File: config.mk
export PLATFORM = sky130hd
export DESIGN_NAME = bus_arb_mux
export DESIGN_NICKNAME = d
export VERILOG_FILES = /design/src/rtl/bus_arb_mux.sv
export SDC_FILE = /design/constraint.sdc
export NUM_CORES = 1
export LEC_CHECK = 0
export CELL_PAD_IN_SITES_DETAIL_PLACEMENT = 0
export CELL_PAD_IN_SITES_GLOBAL_PLACEMENT = 2
export CORE_ASPECT_RATIO = 0.9
export CORE_MARGIN = 2
export CORE_UTILIZATION = 19
export CTS_CLUSTER_SIZE = 25
export DETAILED_ROUTE_END_ITERATION = 10
export PLACE_DENSITY_LB_ADDON = 0.1
export SKIP_LAST_GASP = 1
export SLEW_MARGIN = 20
export SYNTH_ARGS = -nofsm -noshare
export SYNTH_HDL_FRONTEND = slang
export SYNTH_SLANG_ARGS = --single-unit
File: constraint.sdc
create_clock -name clk -period 2.8 [get_ports clk]
set_input_delay 0.56 -clock clk [delete_from_list [all_inputs] [get_ports clk]]
set_output_delay 0.56 -clock clk [all_outputs]
set_load 0.005 [all_outputs]
File: src/rtl/bus_arb_mux.sv
// Parametrised N:1 bus arbiter/multiplexer with direct or round-robin selection
// and a registered valid/ready output stage.
module bus_arb_mux #(
    parameter int WIDTH = 9,
    parameter int N     = 10,
    parameter int SELW  = 4
) (
    input  logic                 clk,
    input  logic                 rst,
    input  logic [N*WIDTH-1:0]   in_data,
    input  logic [N-1:0]         in_req,
    output logic [N-1:0]         in_gnt,
    input  logic                 mode,
    input  logic [SELW-1:0]      sel,
    output logic [WIDTH-1:0]     out_data,
    output logic                 out_valid,
    input  logic                 out_ready,
    output logic [SELW-1:0]      out_src,
    output logic                 err
);

    typedef enum logic {
        MODE_DIRECT = 1'b0,
        MODE_RR     = 1'b1
    } mode_e;

    localparam logic [SELW:0]   N_EXT   = (SELW+1)'(N);
    localparam logic [SELW-1:0] PTR_RST = SELW'(N-1);

    if ((2**SELW) < N || N < 2 || N > 16) begin : g_bad_params
        $error("bus_arb_mux: need 2 <= N <= 16 and 2**SELW >= N");
    end

    logic                load_en;
    logic                sel_ok;
    logic [SELW-1:0]     ptr;
    logic [N-1:0]        direct_oh;
    logic [N-1:0]        above_ptr;
    logic [N-1:0]        rr_masked;
    logic [N-1:0]        rr_oh;
    logic [N-1:0]        cand_oh;
    logic                pick_any;
    logic [SELW-1:0]     pick_idx;
    logic [WIDTH-1:0]    pick_data;

    // Isolates the lowest set bit: v & -v.
    function automatic logic [N-1:0] lowest_set(input logic [N-1:0] v);
        return v & (~v + N'(1));
    endfunction

    assign load_en = !out_valid || out_ready;
    assign sel_ok  = {1'b0, sel} < N_EXT;

    // NOTE: every signal driven in always_comb gets a default first, so no path leaves it unassigned (no latch).
    always_comb begin
        direct_oh = '0;
        above_ptr = '0;
        for (int i = 0; i < N; i++) begin
            direct_oh[i] = in_req[i] && (SELW'(i) == sel);
            above_ptr[i] = SELW'(i) > ptr;
        end
    end

    // Requests strictly above ptr win first; otherwise wrap to the lowest requester.
    assign rr_masked = in_req & above_ptr;
    assign rr_oh     = (|rr_masked) ? lowest_set(rr_masked) : lowest_set(in_req);

    assign cand_oh  = (mode == MODE_RR) ? rr_oh : direct_oh;
    assign pick_any = |cand_oh;
    assign in_gnt   = (load_en && !rst) ? cand_oh : '0;

    // cand_oh is one-hot, so OR-reduction acts as both encoder and data mux.
    always_comb begin
        pick_idx  = '0;
        pick_data = '0;
        for (int i = 0; i < N; i++) begin
            if (cand_oh[i]) begin
                pick_idx  = pick_idx | SELW'(i);
                pick_data = pick_data | in_data[i*WIDTH +: WIDTH];
            end
        end
    end

    // NOTE: sequential state uses non-blocking assignments so all registers update from pre-edge values.
    always_ff @(posedge clk or posedge rst) begin
        if (rst) begin
            out_data  <= '0;
            out_valid <= 1'b0;
            out_src   <= '0;
            err       <= 1'b0;
            ptr       <= PTR_RST;
        end else begin
            err <= load_en && (mode == MODE_DIRECT) && !sel_ok;
            if (load_en) begin
                out_valid <= pick_any;
                if (pick_any) begin
                    out_data <= pick_data;
                    out_src  <= pick_idx;
                    if (mode == MODE_RR) begin
                        ptr <= pick_idx;
                    end
                end
            end
        end
    end

endmodule

==> results of run 1 <==
==> per-stage QoR <==
step | TNS (ns) | util
floorplan | 0 | -
global placement | -18.96 | 0.354
detailed placement | -19.92 | 0.354
CTS | -0.208 | 0.401
global route | -1.48 | 0.417
finish | -0.118 | 0.417
==> metal layers <==
| metal | global-route usage | vias up | share of wire |
|---|---|---|---|
| li1 | - | 1802 | - |
| met1 | 0.260 | 1719 | 0.47 |
| met2 | 0.295 | 133 | 0.46 |
| met3 | 0.0129 | 20 | 0.055 |
| met4 | 0.0652 | 0 | 0.023 |
| met5 | 0 | - | 0 |
==> report_power, final <==
group / switching [W] / internal (W)
Combinational: 0.00103 / 0.00145
Sequential: 0.000108 / 0.000404
Clock: 0.000102 / 0.000194
==> cells by family (layout without fill, tap and decap cells) <==
logic type,after synthesis,after routing,synth area share
AOI/OAI and AO/OA,105,105,0.339
and+or+nand+nor,167,167,0.333
buffers and inverters,42,281,0.0791
muxes,13,13,0.0682
DFF,19,19,0.181
==> final cells by class <==
cell class | count | area share
clock buffers | 4 | 0.0140
well taps | 168 | 0.0374
repair buffers | 258 | 0.425
flip-flops and latches | 19 | 0.0853
inverters | 19 | 0.0129
multi-input cells | 285 | 0.425
==> timing repair <==
| item | in CTS | in global routing |
|---|---|---|
| hold buffers | 0 | 0 |
| buffers inserted | 29 | 9 |
| gates resized for setup | 149 | 32 |
| pin swaps | 42 | 31 |
| cloned | 1 | 0 |
| endpoints found under the setup margin | 28 | 24 |
==> flip-flops by register name (all words and copies together), names as in the netlist <==
name       cells
ptr            4
out_valid      1
err            1
out_src        4
out_data       9
==> Yosys cell counts (all sizes together) (9+ instances only) <==
cell type	count
a211oi	9
dfrtp	17
nand2	43
o2bb2ai	11
mux2	13
buf	11
or3	10
and2	14
inv	18
nand3	25
nor2	35
clkbuf	12
o21ai	15
==> critical path: cells and delay by family (launching register included) <==
kind	cells	cell delay, ns
AO/OA/AOI/OAI	5	1.08
buffers and inverters	4	0.57
flip-flops	1	0.39
multiplexers	1	0.28
AND/OR/NAND/NOR	2	0.39
==> final timing paths <==
check	startpoint	end	slack (ns)	depth (start not counted)
setup reg to reg	ptr[0]	out_data[8]	-0.05	12
max in group asynchronous	rst	ptr[0]	1.87	3
hold / removal	out_data[5]	out_data[5]	0.51	1
hold reg to reg	out_data[5]	out_data[5]	0.51	1
min in group asynchronous	rst	out_data[5]	0.71	3
setup / recovery	ptr[0]	out_data[8]	-0.05	12
==> summary.md, run 1 <==
| Metric | Value |
|---|---|
| Layout cell share with drive strength beyond 1 | 0.397 |
| Routability cong. | 0.813 |
| Cells along the critical path | buf_12 -> o31ai_4 -> a2bb2oi_4 -> buf_6 -> and2_4 -> a31oi_4 -> buf_6 -> buf_6 -> o211ai_1 -> a2111o_1 -> nand4b_1 -> mux2_4 |
| H-tree levels | 1 |
| Post-synthesis register bit count | 19 |
| Register area | 479 um^2 |
| Vias/cell | 4.88 |
| Vias in the first global route | between 3000 and 4000 |
| Post-Synthesis Cells | between 300 and 400 |
| CTS Sinks | 19 |
| Grt total ovfl | 0 |
| Largest buffer count on any clock path | 2 |
| First-pass GRT wire length | ~21000 um |
| Period utilization | 1.02 |
| Clock Latency Late Sink | 0.25 ns |
| Hold WS | 0.507 ns |
| # fillers | between 1000 and 1500 |
| Post-synthesis async set-or-reset flop share | 1.00 |
| Most common library cell in the layout ignoring fill and taps | clkdlybuf4s50_1 |
| Critical Path AT | 2.98 ns |
| Nets | 694 |
| Failing checks | negative setup slack |
| Non-Filler Instances | 753 |
| Maxcap violations | 0 |
| Area of the multi-input gates | about 2400 um^2 |
| Min cycle time layout | 2.85 ns |
| Final setup fails | 8 |
| Post-synth design cell area | 2640 um^2 |
| Die W | 128 um |
| Main synth FF type | dfrtp_1 |
| Starting DRT DRC Count | around 200 |
| Max Fclk | 0.351 GHz |
| Initial antenna violation count | 1 |
| RSZ-0062 raised after global routing | true |
| Crit. End Element | flip-flop |
| Max-slew violations | 0 |
| Critical path's largest stage delay | 0.39 ns |
| Core Area | 13500 um^2 |
| Post-DP HPWL | between 10000 and 15000 um |
| CP Data Required Time | just under 3 ns |
| Power, Total | 0.00330 W |
| CP max FO | 8 |
| Slew margin rel. | 0.534 |
| Slew @ Worst Pin | around 0.7 ns |
| Wire per inst | between 15 and 20 um |
| CTS Buf Count | 3 |
| CTS clock-pin slew for the worst setup and hold paths | 0.05 ns |
| CTS tree | built |
| Final wirelength | ~14000 um |
| Peak supply drop | between 0.0002 and 0.0003 V |
| Final Hold Viols | 0 |
| Syn_area_per_cell | 7.63 um^2 |
| Commonest non-fill, non-tap cells in the layout | clkdlybuf4s50_1, buf_4, nand2_1 |
| Largest net degree at the start of global routing | 15 |
| Sequential area share after synthesis | 0.181 |
| Yosys top cell by area | dfrtp_1 |
| FP Rows | 40 |
| Setup WS post-layout | -0.0464 ns |
| Worst Skew | 0.00355 ns |
| Type of origin of the critical path | flip-flop |
| Hold Path Class | reg2reg |
| EDFF count, synth | 0 |
| Yosys Warn Count | 0 |
| Placed cell count | 713 |
| CP dominant cell by count | buf_6 |
| Vias | 3674 |
| CP max stage cell | dfstp_2 |
| Yosys cell types | 72 |
| Status | complete, but fails checks |
| Number of diodes | 0 |
| Buffers on Ports | ~130 |
| Initial Util | 0.196 |
| Die area | 14900 um^2 |
| Final Cell Area | 5620 um^2 |
| Root buffer cell | clkbuf_16 |
| Pre-CTS setup slack | -0.840 ns |
| Residual DRC count | 0 |
| Area delta synth->final | 113% |
| Post-synth net total | 454 |
| Share of the synthesized area in the top cell type | 0.161 |
| Static Leak | 2.39 nW |
| Synth top area cells | dfrtp_1, nand2_1, mux2_4 |
| Drt pass-1 iters | 4 |
| Power per cell area | 587 nW/um^2 |
| Die height | 116 um |
| Total GRT Usage | 0.184 |
| Final ANT Viol Nets | 0 |
| IO Count | between 100 and 150 |
| Placed Area | 4760 um^2 |
| Critical setup path kind | reg2reg |
No activity file was read; power rests on OpenSTA's default activity.
==> run 2: changes to the inputs <==
Settings changed: CORE_UTILIZATION 19 to 23.
Clock period 2.8 ns to 3.3 ns, I/O delays scaled along.
==> run 2 against run 1 <==
  * The flow now finishes without violations
  * Sequential power down 12%
  * Combinational power fell by 29%
  * First-iteration DRC count increased by 21%
  * Critical endpoint is now in_gnt[5]
  * Cell area fell by 10%
  * Cell count down 6.5%
  * Die area decreased by 17%
  * Non-clock buffer count down 37
  * Worst setup slack improved by 0.11 ns
==> summary.md, run 2 (same netlist as run 1, synthesis figures left out) <==
| Metric | Value |
|---|---|
| Residual DRC count | 0 (unchanged) |
| IO Count | 133 (unchanged) |
| Initial Util | 0.234 (was 0.196) |
| CTS tree | built (unchanged) |
| Post-DP HPWL | 10500 um (was 11100 um) |
| RSZ-0062 raised after global routing | true (unchanged) |
| Final wirelength | 12900 um (was 14200 um) |
| Slew margin rel. | 0.667 (was 0.534) |
| First-pass GRT wire length | 19900 um (was 20800 um) |
| Critical Path AT | 2.58 ns (was 2.98 ns) |
| Setup WS post-layout | 0.0587 ns (was -0.0464 ns) |
| Min cycle time layout | 3.24 ns |
| Final Hold Viols | 0 (unchanged) |
| Starting DRT DRC Count | 237 (was 196) |
| H-tree levels | 1 (unchanged) |
| Worst Skew | 0.00435 ns (was 0.00355 ns) |
| Die height | 106 um (was 116 um) |
| Commonest non-fill, non-tap cells in the layout | clkdlybuf4s50_1, buf_4, nand2_1 (unchanged) |
| Internal power | 0.00154 W (was 0.00205 W) |
| Max-slew violations | 0 (unchanged) |
| Nets | 657 (was 694) |
| Root buffer cell | clkbuf_16 (unchanged) |
| Critical path's largest stage delay | 0.47 ns (was 0.39 ns) |
| Area delta synth->final | 91.0% (was 113%) |
| Comb pwr share | 0.717 (was 0.755) |
| Largest net degree at the start of global routing | 15 (unchanged) |
| Largest buffer count on any clock path | 2 (unchanged) |
| Die area | 12400 um^2 (was 14900 um^2) |
| Most common library cell in the layout ignoring fill and taps | clkdlybuf4s50_1 (unchanged) |
| CP Data Required Time | 2.64 ns (was 2.94 ns) |
| CTS clock-pin slew for the worst setup and hold paths | 0.06 ns (was 0.05 ns) |
| Cells along the critical path | clkdlybuf4s50_1 -> or4_4 -> a2111oi_2 -> a21boi_1 -> o21ai_2 -> inv_1 -> nor2_1 -> clkbuf_2 (was buf_12 -> o31ai_4 -> a2bb2oi_4 -> buf_6 -> and2_4 -> a31oi_4 -> buf_6 -> buf_6 -> o211ai_1 -> a2111o_1 -> nand4b_1 -> mux2_4) |
| Clock share of power | 0.101 (was 0.090) |
| Vias | 3473 (was 3674) |
| Pre-CTS setup slack | -0.485 ns (was -0.840 ns) |
| Total GRT Usage | 0.209 (was 0.184) |
| CTS Hold Bufs | 0 (unchanged) |
| Vias/cell | 4.93 (was 4.88) |
| Maxcap violations | 0 (unchanged) |
| Placed Area | 4580 um^2 (was 4760 um^2) |
| Sequential power share | 0.182 (was 0.155) |
| Vias in the first global route | 3546 (was 3708) |
| Largest Register | out_data (unchanged) |
| Status | complete, no violations (was complete, but fails checks) |
| Critical setup path kind | in2out (was reg2reg) |
| Setup_tns | 0 ns (was -0.118 ns) |
| Max FFs per register | 9 (unchanged) |
| Drt pass-1 iters | 4 (unchanged) |
| Crit. End Element | primary output (was flip-flop) |
| Core Area | 11300 um^2 (was 13500 um^2) |
| Initial antenna violation count | 0 (was 1) |
| Max Fclk | roughly 0.3 GHz |
| CTS Buf Count | 3 (unchanged) |
| Sw Share | 0.376 (was 0.377) |
| Final ANT Viol Nets | 0 (unchanged) |
| Die W | 117 um (was 128 um) |
| Static Leak | 2.13 nW (was 2.39 nW) |
| Type of origin of the critical path | primary input (was flip-flop) |
| Peak supply drop | 0.000231 V (was 0.000300 V) |
| Buffers on Ports | 132 (unchanged) |
| Power per cell area | 490 nW/um^2 (was 587 nW/um^2) |
| # fillers | 1183 (was 1352) |
| Final Cell Area | 5050 um^2 (was 5620 um^2) |
| Wire per inst | 18.3 um (was 18.9 um) |
| Hold Path Class | reg2reg (unchanged) |
| Final setup fails | 0 (was 8) |
| Clock Latency Late Sink | 0.25 ns (about the same) |
| FP Rows | 37 (was 40) |
| Layout cell share with drive strength beyond 1 | 0.290 (was 0.397) |
| Sw Pwr | 0.000929 W (was 0.00124 W) |
| CP max stage cell | or4_4 (was dfstp_2) |
| Number of diodes | 0 (unchanged) |
| Grt total ovfl | 0 (unchanged) |
| Period utilization | 0.982 |
| Largest regs | out_data: 9 flops, out_src: 4 flops, ptr: 4 flops (unchanged) |
| Routability cong. | 0.881 (was 0.813) |
| CP max FO | 3 (was 8) |
| Slew @ Worst Pin | 0.495 ns (was 0.698 ns) |
| CTS Sinks | 19 (unchanged) |
-- run 2: cell types whose count changed in the layout (fill, tap and decap cells not counted), moves of 4 or more --
| cell | before | now |
|---|---|---|
| buf_4 | 97 | 77 |
| buf_6 | 25 | 9 |
| buf_2 | 8 | 0 |
| clkdlybuf4s50_1 | 108 | 115 |
| a2111oi_1 | 0 | 5 |
| a2111oi_2 | 6 | 2 |
| nor2_1 | 29 | 33 |
-- run 2: area by class of cell --
class / instances / area, um^2 / share of cell area
Multi-Input combinational cell: 285 / 2150 / 0.426
Inverter: 19 / 71.3 / 0.0141
Clock buffer: 3 / 75.1 / 0.0149
Tap cell: 156 / 195 / 0.0387
Clock inverter: 1 / 5.00 / 0.000992
Timing Repair Buffer: 221 / 2070 / 0.410
Sequential cell: 19 / 478 / 0.0947
-- run 2: power by group through the flow --
stage	Sequential, W	Combinational [W]	Clock [W]
after CTS	0.000443	0.00173	0.000255
after global routing	0.000465	0.00191	0.000269
after detailed placement	0.000443	0.00152	0
after floorplan	0.000403	0.000875	0
final	0.000450	0.00177	0.000251
after global placement	0.000445	0.00151	0
-- run 2: layer usage --
layer / routed length, um / vias up / track usage
met1: 6140 / 1640 / 0.326
met4: 122 / 0 / 0.0345
met5: 0 / - / 0
li1: - / 1716 / -
met3: 636 / 8 / 0.0109
met2: 5960 / 109 / 0.318
-- run 2: path summary, 6_finish.rpt --
kind	from	endpoint	slack [ns]	cells past startpoint
hold reg to reg	out_src[1]	out_src[1]	0.49	1
setup reg to reg	ptr[2]	out_data[3]	0.21	9
setup / recovery	in_req[0]	in_gnt[5]	0.06	8
max in group asynchronous	rst	ptr[3]	2.28	3
hold / removal	out_src[1]	out_src[1]	0.49	1
min in group asynchronous	rst	out_data[8]	0.80	3
-- run 2: critical path, delay by kind of cell --
| kind | cells | cell delay (ns) |
|---|---|---|
| buffers and inverters | 3 | 0.64 |
| and+or+nand+nor | 2 | 0.59 |
| AOI/OAI and AO/OA | 3 | 0.69 |
-- run 2: stage by stage --
stage	util	std cells	hold slack, ns	total power [W]
3_5_place_dp	0.405	682	0.482	0.00196
4_1_cts	0.437	697	0.498	0.00243
2_1_floorplan	-	346	0.479	0.00128
6_report	0.447	704	0.495	0.00247
5_1_grt	0.447	704	0.532	0.00265
3_3_place_gp	0.405	682	0.478	0.00196
-- run 2: repair_timing --
item / CTS / global route
cloned: 1 / 0
gates resized for setup: 58 / 23
buffers inserted: 11 / 7
pin swaps: 11 / 7
setup endpoints to repair: 23 / 17
==> run 3: changes to the inputs <==
Settings changed: CORE_ASPECT_RATIO 0.9 to unset.
==> run 3 against run 2 <==
  * Sequential share of layout area rose by 0.19 points
  * Routed wire length is 1.4% higher
  * Critical path type unchanged
  * Largest cell class unchanged
  * Core utilization is 0.96 points lower
==> summary.md, run 3 (same netlist as run 1, synthesis figures left out) <==
| Metric | Value |
|---|---|
| Status | complete, no violations (unchanged) |
| Slew @ Worst Pin | 0.430 ns (was 0.495 ns) |
| Vias in the first global route | 3599 (was 3546) |
| Largest regs | out_data: 9 flops, out_src: 4 flops, ptr: 4 flops (unchanged) |
| CTS tree | built (unchanged) |
| CP max FO | 3 (unchanged) |
| Root buffer cell | clkbuf_16 (unchanged) |
| Final ANT Viol Nets | 0 (unchanged) |
| Grt total ovfl | 0 (unchanged) |
| First-pass GRT wire length | 19900 um (about the same) |
| Starting DRT DRC Count | 182 (was 237) |
| Setup WS post-layout | 0.0949 ns (was 0.0587 ns) |
| Wire per inst | 19.0 um (was 18.3 um) |
| RSZ-0062 raised after global routing | false (was true) |
| Peak supply drop | 0.000364 V (was 0.000231 V) |
| IO Count | 133 (unchanged) |
| Die height | 111 um (was 106 um) |
| Area of the multi-input gates | 2160 um^2 (was 2150 um^2) |
| Initial antenna violation count | 0 (unchanged) |
| Final Hold Viols | 0 (unchanged) |
| Clock Latency Late Sink | 0.25 ns (about the same) |
| Final setup fails | 0 (unchanged) |
| Min cycle time layout | 3.21 ns (was 3.24 ns) |
| Max Fclk | 0.312 GHz (was 0.309 GHz) |
| Largest Register | out_data (unchanged) |
| Layout cell share with drive strength beyond 1 | 0.275 (was 0.290) |
| Register area | 478 um^2 (unchanged) |
| Power per cell area | 485 nW/um^2 (was 490 nW/um^2) |
| Static Leak | 2.11 nW (was 2.13 nW) |
| Residual DRC count | 0 (unchanged) |
| Pre-CTS setup slack | -0.555 ns (was -0.485 ns) |
| Type of origin of the critical path | primary input (unchanged) |
| Number of diodes | 0 (unchanged) |
| Max FFs per register | 9 (unchanged) |
| Vias/cell | 5.09 (was 4.93) |
| CP Data Required Time | 2.64 ns (about the same) |
| Hold wc startpoint | out_src[3] (was out_src[1]) |
| Crit path from | in_req[3] (was in_req[0]) |
| H-tree levels | 1 (unchanged) |
| Most common library cell in the layout ignoring fill and taps | clkdlybuf4s50_1 (unchanged) |
| Power, Total | 0.00240 W (was 0.00247 W) |
| FP Rows | 39 (was 37) |
| Max-slew violations | 0 (unchanged) |
| Nets | 651 (was 657) |
| Hold Path Class | reg2reg (unchanged) |
| CTS Sinks | 19 (unchanged) |
| CTS Hold Bufs | 0 (unchanged) |
| Period utilization | 0.971 (was 0.982) |
| CTS clock-pin slew for the worst setup and hold paths | 0.05 ns (was 0.06 ns) |
| Core Area | 11300 um^2 (about the same) |
| Initial Util | 0.233 (was 0.234) |
| Buffers on Ports | 132 (unchanged) |
| Crit. End Element | primary output (unchanged) |
| Drt pass-1 iters | 6 (was 4) |
| Worst Skew | 0.00217 ns (was 0.00435 ns) |
| Die W | 111 um (was 117 um) |
| Maxcap violations | 0 (unchanged) |
| Commonest non-fill, non-tap cells in the layout | clkdlybuf4s50_1, buf_4, nand2_1 (unchanged) |
| Reg2Reg Launch Point | ptr[1] (was ptr[2]) |
| # fillers | 1201 (was 1183) |
| Critical setup path kind | in2out (unchanged) |
| Final wirelength | 13000 um (was 12900 um) |
| Critical Path AT | 2.55 ns (was 2.58 ns) |
| Largest buffer count on any clock path | 2 (unchanged) |
| Largest net degree at the start of global routing | 22 (was 15) |
| Area delta synth->final | 87.4% (was 91.0%) |
| Slew margin rel. | 0.706 (was 0.667) |
| Post-DP HPWL | 10400 um (was 10500 um) |
| Final Cell Area | 4950 um^2 (was 5050 um^2) |
| Vias | 3487 (was 3473) |
| Routability cong. | 0.895 (was 0.881) |
| Total GRT Usage | 0.204 (was 0.209) |
| Placed Area | 4580 um^2 (about the same) |
| Die area | 12400 um^2 (about the same) |
| CTS Buf Count | 3 (unchanged) |
==> run 3: timing repair <==
item,in CTS,in global routing
endpoints found under the setup margin,23,12
gates cloned,1,0
gates resized for setup,54,19
pin swaps,16,6
buffers inserted,6,4
==> run 3: layer usage <==
metal  vias to the layer above  GRT usage  share of wire
li1                       1710          -              -
met4                         0     0.0486          0.016
met5                         -          0              0
met2                       114      0.342           0.47
met3                        13     0.0120          0.042
met1                      1650      0.287           0.47
==> run 3: report_power, final <==
part,internal (W),leakage [nW],switching [W]
Combinational,0.000976,1.84,0.000741
Clock,0.000164,0.0382,0.0000815
Sequential,0.000341,0.236,0.0000958
Total,0.00148,2.11,0.000918
==> run 3: through the flow <==
step,setup TNS (ns),cells,hold slack (ns),util
6_report,0,685,0.498,0.437
5_1_grt,0,685,0.528,0.437
4_1_cts,-0.0697,681,0.501,0.430
3_5_place_dp,-9.21,670,0.485,0.405
3_3_place_gp,-8.52,670,0.483,0.405
2_1_floorplan,0,346,0.479,-
==> run 3: critical path: stages <==
cell,delay (ns)
dlygate4sd2_1,0.26
or4_4,0.57
a2111oi_4,0.34
a21boi_1,0.12
o21ai_2,0.21
inv_2,0.07
nor2_1,0.10
clkdlybuf4s15_2,0.21
==> run 3: cell type report <==
cell class	instances	share of cell area
Timing Repair Buffer	214	0.401
Multi-Input combinational cell	286	0.436
Tap cell	143	0.0362
Clock buffer	4	0.0159
Inverter	19	0.0144
Sequential cell	19	0.0966
==> run 3: worst paths after layout <==
path | endpoint | slack [ns] | depth (start not counted)
max reg2reg | ptr[2] | 0.21 | 13
min | out_src[3] | 0.50 | 1
min in group asynchronous | out_data[1] | 0.81 | 3
max | in_gnt[5] | 0.09 | 8
max in group asynchronous | ptr[3] | 2.23 | 3
min reg2reg | out_src[3] | 0.50 | 1
